`src/rtl/booth_pp_gen.sv`:
```
// Radix-4 Booth partial-product generator: S1 registers the operands, S2 registers
// the recoded rows and the per-row +1 corrections that feed the 4:2 compressor tree.
module booth_pp_gen #(
  parameter  int WIDTH = 16,
  localparam int NPP   = WIDTH / 2
) (
  input  logic                       clk,
  input  logic                       rst_n,
  input  logic                       in_valid,
  output logic                       in_ready,
  input  logic [WIDTH-1:0]           a,
  input  logic [WIDTH-1:0]           b,
  output logic                       pp_valid,
  input  logic                       pp_ready,
  output logic [NPP*(WIDTH+1)-1:0]   pp_rows,
  output logic [NPP-1:0]             pp_neg
);

  localparam int RW = WIDTH + 1;

  logic                 s1_valid_q, s1_valid_d;
  logic [WIDTH-1:0]     a_q, a_d;
  logic [WIDTH-1:0]     b_q, b_d;
  logic                 s2_valid_q, s2_valid_d;
  logic [NPP*RW-1:0]    rows_q, rows_d;
  logic [NPP-1:0]       neg_q, neg_d;
  logic                 s1_adv, s2_adv;

  logic [WIDTH:0]       b_ext;
  logic [2:0]           trip;
  logic [RW-1:0]        mag;
  logic                 negd;
  logic [NPP*RW-1:0]    enc_rows;
  logic [NPP-1:0]       enc_neg;

  // b[-1] is the implicit zero below the LSB.
  assign b_ext = {b_q, 1'b0};

  always_comb begin
    enc_rows = '0;
    enc_neg  = '0;
    trip     = '0;
    mag      = '0;
    negd     = 1'b0;
    for (int i = 0; i < NPP; i++) begin
      trip = b_ext[2*i +: 3];
      case (trip)
        3'b001, 3'b010: begin mag = {a_q[WIDTH-1], a_q}; negd = 1'b0; end
        3'b011:         begin mag = {a_q, 1'b0};         negd = 1'b0; end
        3'b100:         begin mag = {a_q, 1'b0};         negd = 1'b1; end
        3'b101, 3'b110: begin mag = {a_q[WIDTH-1], a_q}; negd = 1'b1; end
        default:        begin mag = '0;                  negd = 1'b0; end
      endcase
      // Negative digits use one's complement here; the +1 travels on pp_neg.
      enc_rows[i*RW +: RW] = negd ? ~mag : mag;
      enc_neg[i]           = negd;
    end
  end

  always_comb begin
    s2_adv     = !s2_valid_q || pp_ready;
    s1_adv     = !s1_valid_q || s2_adv;
    s1_valid_d = s1_valid_q;
    a_d        = a_q;
    b_d        = b_q;
    s2_valid_d = s2_valid_q;
    rows_d     = rows_q;
    neg_d      = neg_q;
    if (s1_adv) begin
      s1_valid_d = in_valid;
      if (in_valid) begin
        a_d = a;
        b_d = b;
      end
    end
    if (s2_adv) begin
      s2_valid_d = s1_valid_q;
      if (s1_valid_q) begin
        rows_d = enc_rows;
        neg_d  = enc_neg;
      end
    end
  end

  always_ff @(posedge clk) begin
    if (!rst_n) begin
      s1_valid_q <= 1'b0;
      a_q        <= '0;
      b_q        <= '0;
      s2_valid_q <= 1'b0;
      rows_q     <= '0;
      neg_q      <= '0;
    end else begin
      s1_valid_q <= s1_valid_d;
      a_q        <= a_d;
      b_q        <= b_d;
      s2_valid_q <= s2_valid_d;
      rows_q     <= rows_d;
      neg_q      <= neg_d;
    end
  end

  assign in_ready = s1_adv;
  assign pp_valid = s2_valid_q;
  assign pp_rows  = rows_q;
  assign pp_neg   = neg_q;

endmodule
```
`config.mk`:
```
export PLATFORM = sky130hd
export DESIGN_NAME = booth_pp_gen
export DESIGN_NICKNAME = d
export VERILOG_FILES = /design/src/rtl/booth_pp_gen.sv
export SDC_FILE = /design/constraint.sdc
export NUM_CORES = 1
export LEC_CHECK = 0
export CAP_MARGIN = 20
export CORE_UTILIZATION = 42
export DETAILED_ROUTE_END_ITERATION = 10
export MAX_ROUTING_LAYER = met4
export PLACE_DENSITY = 0.75
export SYNTH_ARGS = -nofsm -noshare
export SYNTH_HDL_FRONTEND = slang
export SYNTH_SLANG_ARGS = --single-unit
```
`constraint.sdc`:
```
create_clock -name clk -period 4.6 [get_ports clk]
set_clock_uncertainty 0.15 [all_clocks]
set_input_delay 0.92 -clock clk [delete_from_list [all_inputs] [get_ports clk]]
set_output_delay 0.92 -clock clk [all_outputs]
set_load 0.01 [all_outputs]
```
**Yosys cells after proc, flatten, opt, wreduce, memory -nomap -nowiden**

Index checks and enable logic that the tools add are counted.

- Eq/ne operators: 45
- Mux-type cells: 24
- Order comparisons: 0
- Reductions and logical operators: 29
- Bitwise gates (word level): 8
- $add $sub $neg: 0
- Multipliers: 0
- Shift operators: 0
- Divide/modulo/power cells: 0

Operators by type and width:

| kind | count |
|---|---|
| $pmux 17 s2 | 8 |
| $mux 17 | 8 |
| $not 17->17 | 8 |
| $eq 3x3->1 const B | 21 |
| $eq 3x2->1 const B | 14 |
| $reduce_or 4->1 | 7 |
| $eq 3x1->1 const B | 7 |
| $reduce_or 3->1 | 7 |
| $reduce_or 2->1 | 9 |
| $mux 1 | 8 |
| $eq 2x2->1 const B | 2 |
| $reduce_and 2->1 | 2 |
| $eq 2x1->1 const B | 1 |
| $logic_not 1->1 | 2 |
| $logic_or 1x1->1 | 2 |

- Latch bits: 0
- Input bits: 36
- Output and inout port bits: 146
- Logic and storage cells: 112
- Memories: 0
- Memory bits (read-only): 0
- Bits in registers: 178
- RAM bits: 0

**Depth between registers and ports, before layout**

- Depth in word-level cells: 5
- Depth in mapped cells: 6
- Mapped depth without buffers: 3

**Worst setup path before layout**

OpenSTA, ideal clock, no wires.

- Path kind: input-to-output
- Start point: input port pp_ready
- End point: output port in_ready
- Required time: 3.530 ns
- Slack: 2.120 ns
- Path buffers: 2
- Arrival time: 1.410 ns
- Stages: 3
- Cell sequence: nand3b_1 buf_2 buf_2

- Longest elaborated chain between the ends: 2

Ends and longest elaborated chain:

| item | line | source |
|---|---|---|
| start: declaration | 14 | `input logic pp_ready,` |
| $logic_or 1x1->1 | 61 | `s2_adv = !s2_valid_q \|\| pp_ready;` |
| $logic_or 1x1->1 | 62 | `s1_adv = !s1_valid_q \|\| s2_adv;` |
| end: declaration | 10 | `output logic in_ready,` |

No other way between the ends.

**Worst setup path after layout**

Ends and elaborated chain as after synthesis.

==> flow_metrics.tcl <==
set metrics [dict create \
    outcome "finished, final reports clean" \
    setup_viol 0 \
    criticalPathCategory "input port to output pin" \
    cp_num_buf_inv 2 \
    layout-drive-gt1-share_pct 21.2 \
    tightest_slew_ns 1.13 \
    routedWlPerCell_microns 21.2 \
    firstDrtPassIters 5 \
    port_buffers 181 \
    viasPerCell 6.19 \
    power.density_nw_per_um2 307 \
    drt_iter0_markers 861 \
    cp-start-kind "input port" \
    grt_pass1_wl_microns 53600 \
    path_delay_family "buffers and inverters" \
    antenna_found_initial 0 \
    yosysSeqAreaShare_pct 29.9 \
    vias 10100 \
    drc 0 \
    cts_tree "yes" \
    crit_chain "clkdlybuf4s50_1 -> nand3b_1 -> clkdlybuf4s50_1" \
    core_sq_um 27900 \
    ys_types 39 \
    fp.dieArea_sq_um 29000 \
    die_x_microns 170 \
    fin_area_sq_um 14000 \
    fin_setup_tns_ns 0 \
    grtUsageMet2_pct 36.7 \
    syn2layout_area_growth_pct 17.4 \
    hpwl_microns 20300 \
    grt_use_met3_pct 4.12 \
    cp.required_ns 3.53 \
    nets 1272 \
    max_slew_margin_pct 24.7 \
    clock_sinks 178 \
    post_cts.repair.setup_buffers 0 \
    drtAntennaViolNets 0 \
    crit_fanout 3 \
    slowest_stage "clkdlybuf4s50_1" \
    numCtsBuffers 17 \
    grt_setup_unrepaired "no" \
    yosysWarnings 0 \
    ys_ff_latch 178 \
    synth_cells 1214 \
    place_congestion 0.811 \
    slowest_delay_ns 0.56 \
    critical_path_arrival_ns 2.12 \
    ir_drop_v 0.000234 \
    setup_slack_ns 1.41 \
    min_path_type "flop to flop" \
    cts_max_level 4 \
    clk_latency_ns 0.44 \
    grt_overflow_total 0 \
    track_usage_pct 24.3 \
    cap_viol_max_count 0 \
    drt-total-wl_microns 34400 \
    ctsResizeCount 0 \
    p_leak_nw 5.02 \
    antennaDiodeCount 0 \
    post-place-ws_ns 1.43 \
    cp_common_cell "clkdlybuf4s50_1" \
    grt_pass1_vias 9241 \
    postPlaceCellArea_sq_um 13300 \
    slew_violations 0 \
    syn-cell-area_sq_um 11900 \
    cp-end-kind "output pin" \
    core.rowCount 61 \
    grtUsageMet1_pct 33.1 \
    avgSynthCellArea_sq_um 9.81 \
    grt_busiest_layer "met2" \
    start_util_pct 42.8 \
    fmax_mhz 314 \
    clk_pin_slew_ns 0.07 \
    cts_buffer_depth 2 \
    hold_buffers 0 \
    io_pins 182 \
    die_y_microns 170 \
    root_buffer "clkbuf_16" \
    finalCriticalPeriod_ns 3.19 \
    finalCritPeriodShare_pct 69.3 \
    finalHoldViolCount 0 \
    syn_nets 1250 \
    grt_max_degree 130 \
]
## cells by family (layout without fill, tap and decap cells)
| kind of cell | after synthesis | in the layout | synth area share [%] |
|---|---|---|---|
| xor+xnor | 128 | 128 | 9.95 |
| buf+inv | 221 | 256 | 10.1 |
| simple gates | 187 | 187 | 14.1 |
| compound gates | 500 | 500 | 36.0 |
| flops | 178 | 178 | 29.9 |
## final cells by class
cell class              instances  area [sq um]
clock buffers                  17           425
inverters                       8          35.0
clock inverters                15           166
well taps                     378           473
multi-input cells             815          7160
flip-flops and latches        178          3580
repair buffers                216          2150
fillers                      2510         13900
## synth_stat cells, drive strengths merged
library cell	number	area share [%]
a221oi	105	11
o21ai	17	0.71
a21boi	27	1.7
and3b	7	0.51
o2bb2ai	2	0.15
buf	151	7.9
a21o	5	0.32
nor2b	3	0.16
a32o	5	0.42
nand4	7	0.37
o2111ai	2	0.15
nor2	1	0.031
nand2	13	0.41
a2bb2oi	17	1.2
clkbuf	62	2.0
xor2	128	9.9
inv	8	0.25
o21a	34	2.1
and3	37	1.9
o211ai	5	0.32
a21oi	152	6.4
a311oi	6	0.44
nor4b	105	9.8
nand3	3	0.13
nor3	1	0.084
dfxtp	178	30
nand3b	7	0.44
a211oi	123	11
nand2b	3	0.16
## state kept, by name, indices dropped and copies added, names as in the netlist
register,cells
pp_rows,136
pp_neg,8
s1_valid_q,1
pp_valid,1
b_q,16
a_q,16
## stage by stage
step | util [%] | power (mW) | std cells | hold WS, ns
final | 50.2 | 4.29 | 1627 | 0.339
after global routing | 50.2 | 4.46 | 1627 | 0.347
after detailed placement | 47.9 | 2.81 | 1593 | 0.316
after global placement | 47.9 | 2.79 | 1593 | 0.322
after floorplan | - | 2.49 | 1214 | 0.340
after CTS | 50.0 | 4.30 | 1625 | 0.339
## cells in the final DEF (no fill, tap or decap), types with 27 or more instances in the layout
master,count
and3_1,37
a221oi_1,35
nor4b_2,40
clkdlybuf4s50_1,181
buf_4,30
dfxtp_1,170
a211oi_2,68
xor2_1,121
o21a_1,34
a221oi_2,70
nor4b_1,65
a21boi_0,27
a211oi_1,55
a21oi_1,152
## worst paths after layout
kind                                   start           end  slack, ns  cells past startpoint
worst max register to register        b_q[1]   pp_rows[18]       2.04                      4
worst min register to register  pp_rows[102]  pp_rows[102]       0.34                      1
worst min-delay path            pp_rows[102]  pp_rows[102]       0.34                      1
worst max-delay path                pp_ready      in_ready       1.41                      3
## per-layer routing
metal  wire (microns)  vias to the layer above
li1                 -                     4681
met1            16000                     5016
met2            15800                      324
met3             1960                       44
met4              697                        0
met5                0                        -
## report_power, final
| group | internal, mW | switching (mW) |
|---|---|---|
| combinational | 0.462 | 0.573 |
| clock | 0.776 | 0.723 |
| sequential | 1.64 | 0.114 |
(Power assumes the default switching activity.)
